## src/rtl/hazard_ctrl.sv

```systemverilog
// Stall/flush controller for the IF/ID register: load-use, branch redirect and
// data-memory wait handling, with a timeout watchdog and saturating perf counters.
module hazard_ctrl #(
    parameter int CNT_W   = 16,
    parameter int WAIT_W  = 8,
    parameter int TIMEOUT = 255
) (
    input  logic             clk_i,
    input  logic             rst_i,
    input  logic [4:0]       ID_rs_i,
    input  logic [4:0]       ID_rt_i,
    input  logic             ID_useRt_i,
    input  logic             EX_MemRead_i,
    input  logic [4:0]       EX_rt_i,
    input  logic             branch_taken_i,
    input  logic             mem_req_i,
    input  logic             mem_ack_i,
    input  logic             clr_cnt_i,
    output logic             PC_Write_o,
    output logic             HD_o,
    output logic             Flush_o,
    output logic             bubble_o,
    output logic             freeze_o,
    output logic             err_o,
    output logic [CNT_W-1:0] stall_cnt_o,
    output logic [CNT_W-1:0] flush_cnt_o
);

    typedef enum logic {RUN, MEM_WAIT} state_t;

    localparam logic [WAIT_W-1:0] WAIT_MAX  = '1;
    localparam logic [WAIT_W-1:0] TIMEOUT_V = WAIT_W'(TIMEOUT);
    localparam logic [CNT_W-1:0]  CNT_MAX   = '1;

    state_t            state;
    logic [WAIT_W-1:0] wait_cnt;
    logic [WAIT_W-1:0] wait_inc;
    logic              mw;
    logic              lu;

    assign mw = mem_req_i & ~mem_ack_i;
    assign lu = EX_MemRead_i & (EX_rt_i != 5'd0) &
                ((EX_rt_i == ID_rs_i) | (ID_useRt_i & (EX_rt_i == ID_rt_i)));
    assign wait_inc = (wait_cnt == WAIT_MAX) ? WAIT_MAX : wait_cnt + 1'b1;

    // Memory wait outranks load-use, which outranks a redirect; a redirect
    // hidden by a stall re-presents from the held ID stage afterwards.
    always_comb begin
        PC_Write_o = 1'b1;
        HD_o       = 1'b0;
        Flush_o    = 1'b0;
        bubble_o   = 1'b0;
        freeze_o   = 1'b0;
        if (mw) begin
            PC_Write_o = 1'b0;
            HD_o       = 1'b1;
            freeze_o   = 1'b1;
        end else if (lu) begin
            PC_Write_o = 1'b0;
            HD_o       = 1'b1;
            bubble_o   = 1'b1;
        end else if (branch_taken_i) begin
            Flush_o    = 1'b1;
        end
    end

    always_ff @(posedge clk_i or negedge rst_i) begin
        if (!rst_i) begin
            state    <= RUN;
            wait_cnt <= '0;
            err_o    <= 1'b0;
        end else begin
            case (state)
                RUN: begin
                    if (mw) begin
                        state    <= MEM_WAIT;
                        wait_cnt <= {{(WAIT_W-1){1'b0}}, 1'b1};
                        if (TIMEOUT_V == {{(WAIT_W-1){1'b0}}, 1'b1}) begin
                            err_o <= 1'b1;
                        end
                    end
                end
                MEM_WAIT: begin
                    if (mw) begin
                        wait_cnt <= wait_inc;
                        if (wait_inc == TIMEOUT_V) begin
                            err_o <= 1'b1;
                        end
                    end else begin
                        // Ack or a withdrawn request both release the pipeline.
                        state    <= RUN;
                        wait_cnt <= '0;
                    end
                end
                default: begin
                    state    <= RUN;
                    wait_cnt <= '0;
                end
            endcase
        end
    end

    always_ff @(posedge clk_i or negedge rst_i) begin
        if (!rst_i) begin
            stall_cnt_o <= '0;
            flush_cnt_o <= '0;
        end else if (clr_cnt_i) begin
            stall_cnt_o <= '0;
            flush_cnt_o <= '0;
        end else begin
            if (HD_o && stall_cnt_o != CNT_MAX) begin
                stall_cnt_o <= stall_cnt_o + 1'b1;
            end
            if (Flush_o && flush_cnt_o != CNT_MAX) begin
                flush_cnt_o <= flush_cnt_o + 1'b1;
            end
        end
    end

endmodule

```

## config.mk

```make
export PLATFORM = sky130hd
export DESIGN_NAME = hazard_ctrl
export DESIGN_NICKNAME = d
export VERILOG_FILES = /design/src/rtl/hazard_ctrl.sv
export SDC_FILE = /design/constraint.sdc
export NUM_CORES = 1
export LEC_CHECK = 0
export ABC_AREA = 1
export CAP_MARGIN = 20
export CORE_MARGIN = 5
export CORE_UTILIZATION = 47
export CTS_CLUSTER_DIAMETER = 120
export CTS_CLUSTER_SIZE = 28
export DETAILED_ROUTE_END_ITERATION = 6
export PLACE_DENSITY = 0.77
export SETUP_SLACK_MARGIN = 0.2
export SLEW_MARGIN = 10
export SYNTH_ARGS = -nofsm -noshare
export SYNTH_HDL_FRONTEND = slang
export SYNTH_SLANG_ARGS = --single-unit
```

## constraint.sdc

```tcl
create_clock -name clk_i -period 1.6 [get_ports clk_i]
set_input_delay 0.32 -clock clk_i [delete_from_list [all_inputs] [get_ports clk_i]]
set_output_delay 0.32 -clock clk_i [all_outputs]
set_load 0.01 [all_outputs]
```

# Yosys cells after proc, flatten, opt, wreduce, memory -nomap -nowiden
# Index checks and enable logic that the tools add are counted.
# op_classes
addsub	3
n_eq_ne	7
n_mux	17
bitwise_logic	7
n_reduce_logical	6
# ops
cell	n
$mux W16	4
$add A16 B1 Y16 const B	2
$ne A16 B16 Y1 const B	2
$mux W8	3
$eq A8 B8 Y1 const B	2
$pmux W8 S2	1
$eq A5 B5 Y1	2
$mux W1	9
$add A8 B1 Y8 const B	1
$reduce_bool A5 Y1	1
$and A1 B1 Y1	4
$reduce_bool A2 Y1	2
$reduce_and A3 Y1	1
$logic_and A1 B1 Y1	2
$ne A2 B2 Y1 const B	1
$not A1 Y1	2
$or A1 B1 Y1	1
# totals
reg_bits	42
in_bits	23
word_cells	45

# Logic depth before layout (Yosys ltp)
# logic_depth
word_depth	9
depth_mapped	13

# Worst setup path before layout
# Ideal clock, no wire load.
# synth_timing
path_kind	reg-to-reg
start	reg stall_cnt_o[0]
end	reg stall_cnt_o[6]
setup_time_ns	0.117
t_arrival_ns	1.658
required_time_ns	1.483
setup_slack_ns	-0.175
path_stages_with_launch	10
path_buffers	1
period_less_slack_ns	1.775
path_cell_list	dfrtp_1 > ha_1 > nand2_2 > nor4_4 > nand4_4 > nand2_2 > nand2_4 > buf_6 > nand2_1 > nand2_1
# synth_via
elab_chain_len	3
elab_cells_between_ends	6
# synth_rtl
element	line	source
start: declaration	25	output logic [CNT_W-1:0] stall_cnt_o,
start signal: assignment	112	stall_cnt_o <= stall_cnt_o + 1'b1;
$add A16 B1 Y16 / $ne A16 B16 Y1 (equally long branches)	112, 111	
$mux W16 / $logic_and A1 B1 Y1 (equally long branches)	111	if (HD_o && stall_cnt_o != CNT_MAX) begin
$mux W16 / $reduce_bool A2 Y1 (equally long branches)	-	
# Parallel ways exist; a longest one is shown, timed or not. The select of a mux whose other input is x is not followed.
# A chain may end at the register's enable or synchronous reset.

# Worst setup path in the final report
# layout_timing
start	reg flush_cnt_o[0]
end	reg flush_cnt_o[15]
# layout_via
elab_chain_len	3
elab_cells_between_ends	6
# layout_rtl
element	line	source
start: declaration	26	output logic [CNT_W-1:0] flush_cnt_o
start signal: assignment	115	flush_cnt_o <= flush_cnt_o + 1'b1;
$add A16 B1 Y16 / $ne A16 B16 Y1 (equally long branches)	115, 114	
$mux W16 / $logic_and A1 B1 Y1 (equally long branches)	114	if (Flush_o && flush_cnt_o != CNT_MAX) begin
$mux W16 / $reduce_bool A2 Y1 (equally long branches)	-	
# Parallel ways exist; a longest one is shown, timed or not. The select of a mux whose other input is x is not followed.

==> results <==
-- stage by stage --
step	cell area, um^2	utilization (%)	power (mW)	setup TNS (ns)
2_1_floorplan	2950	-	1.34	-2.18
3_3_place_gp	3910	65.7	1.56	-17.98
4_1_cts	4390	73.8	2.49	-0.198
5_1_grt	4550	76.4	2.64	-3.65
6_report	4550	76.4	2.53	-1.10
3_5_place_dp	3910	65.7	1.57	-20.83
-- how the worst min path moves through the flow --
| stage | startpoint | end | slack [ns] | depth (start not counted) |
|---|---|---|---|---|
| 2_1_floorplan | rst_i | err_o | 0.02 | 0 |
| 5_1_grt | mem_ack_i | state | 0.43 | 3 |
| 4_1_cts | mem_ack_i | state | 0.44 | 3 |
| 6_report | mem_ack_i | state | 0.43 | 3 |
| 3_3_place_gp | rst_i | wait_cnt[6] | 0.31 | 2 |
| 3_5_place_dp | rst_i | wait_cnt[6] | 0.31 | 2 |
-- area by class of cell --
| type | count | share of cell area [%] |
|---|---|---|
| Multi-Input combinational cell | 314 | 43.8 |
| Timing Repair Buffer | 132 | 24.2 |
| Sequential cell | 42 | 23.2 |
| Inverter | 51 | 4.32 |
| Tap cell | 75 | 2.06 |
| Clock buffer | 6 | 1.60 |
| Clock inverter | 2 | 0.825 |
-- placed cells by master, fill, tap and decap left out, types with 5 or more instances in the layout --
master,synthesis,routed
buf_2,2,17
buf_4,0,61
buf_6,4,18
clkbuf_2,0,8
clkbuf_8,0,5
dfrtp_1,42,37
dfrtp_2,0,5
dlygate4sd2_1,0,17
inv_1,47,38
inv_2,3,10
nand2_1,122,85
nand2_2,4,31
nand2_4,2,9
nand2_8,0,5
nand3_1,44,27
nand3_2,2,18
nand4_1,13,13
nor2_1,54,46
nor2_2,0,6
nor3_1,10,7
o21ai_0,18,9
o21ai_2,1,8
xnor2_1,6,5
xor2_1,14,14
-- sequential cells by signal (all words and copies together), names as in the netlist --
signal / count
err_o: 1
flush_cnt_o: 16
wait_cnt: 8
stall_cnt_o: 16
state: 1
-- kinds of logic after synthesis --
kind of cell | Yosys count | share of synthesized area [%]
flip-flops | 42 | 36.4
AND/OR/NAND/NOR | 264 | 42.5
XOR/XNOR | 20 | 6.07
adder cells (fa/ha/maj) | 3 | 1.30
buffers and inverters | 62 | 9.19
AO/OA/AOI/OAI | 25 | 4.59
-- worst register-to-register path, delay by kind of cell (launching register included) --
| family | cells | cell delay (ns) |
|---|---|---|
| buffers and inverters | 2 | 0.24 |
| xor gates and xnor gates | 1 | 0.16 |
| and+or+nand+nor | 7 | 0.86 |
| DFF | 1 | 0.39 |
-- per-layer routing --
| layer | track usage, % | vias to the layer above |
|---|---|---|
| li1 | - | 1593 |
| met1 | 30.5 | 1628 |
| met2 | 44.1 | 140 |
| met3 | 3.91 | 27 |
| met4 | 10.0 | 0 |
| met5 | 0 | - |
-- where the power goes --
group	internal (mW)	leakage, nW	switching (mW)
Combinational	0.243	1.75	0.306
Sequential	1.09	0.572	0.0270
Clock	0.466	0.0514	0.400
-- what timing repair did --
item	CTS	global route
pin swaps	56	21
endpoints found under the hold margin	42	0
buffers inserted	22	8
endpoints found under the setup margin	72	55
gates resized for setup	236	61
cloned	2	0
hold buffers	1	0
==> metrics.md <==
| Metric | Value |
|---|---|
| H-tree depth | 2 |
| Top_reg_cell synth | dfrtp_1 |
| Initial Util | about half |
| Die X | 88.4 um |
| Worst EP required | roughly 1.9 ns |
| Cells after Synth | 416 |
| Bufs on Longest Clock Path | 2 |
| Max Freq | slightly below 600 MHz |
| Cell variety after synth | 28 |
| R2R Setup Slk | -0.10 ns |
| CTS tree | yes |
| RSZ-0062 raised after global routing | yes |
| Most frequent cell after synthesis | nand2_1 |
| Via-per-instance ratio | 5.45 |
| Detailed-route DRC error count | 0 |
| Synth area leaders | dfrtp_1 (36%), nand2_1 (16%), nand3_1 (7.6%), nor2_1 (7.0%), inv_1 (6.1%) |
| Flops & latches, synth | 42 |
| Final hold vios | 0 |
| Pre-Repair DR Iteration Count | 4 |
| Mapped cell area | between 0.002 and 0.003 mm^2 |
| Leak | approximately 2.4 nW |
| R2R cell count | 10 |
| Setup Skew | 0.00759 ns |
| Antenna diode count | 0 |
| Worst hold margin | 0.428 ns |
| Congestion Overflow GR | 0 |
| Power Dens Cells | between 500 and 600 mW/mm^2 |
| CP dominant cell by count | nand2_1 |
| Die area | around 0.008 mm^2 |
| Slew Viols, Final | 0 |
| Reg2reg start | flush_cnt_o[0] |
| Nets | between 500 and 600 |
| Detail Placement HPWL | about 6000 um |
| Clk_lat worst skew | around 0.30 ns |
| All-Layer GR Usage | 25.0% |
| Top delay family on crit path | simple AND/OR/NAND/NOR gates |
| Hold Crit Class | in2reg |
| Post-route clock period utilization | 106% |
| Final setup violation count | 24 |
| Startpoint types | flop |
| Pre-CTS worst setup slack | -0.793 ns |
| Vias in the first global route | 3403 |
| GP Congestion | 0.910 |
| CP arrival | 1.95 ns |
| Failing checks | setup timing |
| Core ar. | about 0.0060 mm^2 |
| Drt wl/cell | 15.5 um |
| Via count | approximately 3400 |
| Synth top cells by count | nand2_1 (122), nor2_1 (54), inv_1 (47) |
| Placed insts | 581 |
| Warnings from Yosys | 0 |
| Peak supply drop | approximately 0.42 mV |
| First-pass GRT wire length | 15400 um |
| Worst Path Max Fanout | 4 |
| Slew HR | 75.4% |
| Synth Net Count | 442 |
| Max-cap violations | 0 |
| Largest net degree at the start of global routing | 43 |
| Element type at the critical path end | flop |
| DIE HEIGHT | 88.4 um |
| Antenna violation net count after detailed routing | 0 |
| Met1 wire length | 3730 um |
| Top Metal Used | met4 |
| Layout fillers | 413 |
| Sequential Area | between 0.001 and 0.0015 mm^2 |
| Slowest cell on the critical path | dfrtp_1 |
| Final Non-Filler Cells | 622 |
| Post-synth EDFFs | 0 |
| Slew @ Worst Pin | 0.369 ns |
| Crit. Startpoint | flush_cnt_o[0] |
| P&R area growth vs syn | 57.5% |
| Avg Synthesized Cell Area | 6.94 um^2 |
| Buf/Inv on CP | 2 |
| DRT iter0 DRCs | 223 |
| Reg2reg end | flush_cnt_o[15] |
| Critical path, cell by cell | buf_4 > nand3_1 > inv_1 > nand2_1 > nor2_1 > nand2_1 > xor2_1 > nor2_1 > nand2_2 > nand2_1 |
| Site Rows | 28 |
| WL met2 | 5080 um |
| CP max stage delay | just under 0.4 ns |
| Final worst setup slack | -0.102 ns |
| Post-layout min period | 1.70 ns |
| Status | finished, violations left |
| WL final | slightly below 10000 um |
| Synth area leader | dfrtp_1 |
| Layout cells sized above 1 | between 40% and 50% |
| Post-synth ARST share | 100% |
| I/O pin cnt | 61 |
| Port bufs | 60 |
| CP Depth | 10 |
| Critical path class | reg2reg |
| Crit path to | flush_cnt_o[15] |
| Seq/Total Area, Yosys | 36.4% |
| Yosys top cell area share | 36.4% |
| Met3 Wirelength | 557 um |
| Antenna violations before repair | 0 |
| Area occupied by multi-input gates | 0.00199 mm^2 |
| Clock-pin slew on the worst setup and hold paths | 0.08 ns |
| CTS Root Cell | clkbuf_8 |
| Clk sinks | 42 |
| Inserted Clock Buffers | 5 |
Power figures use the tool's default switching activity.
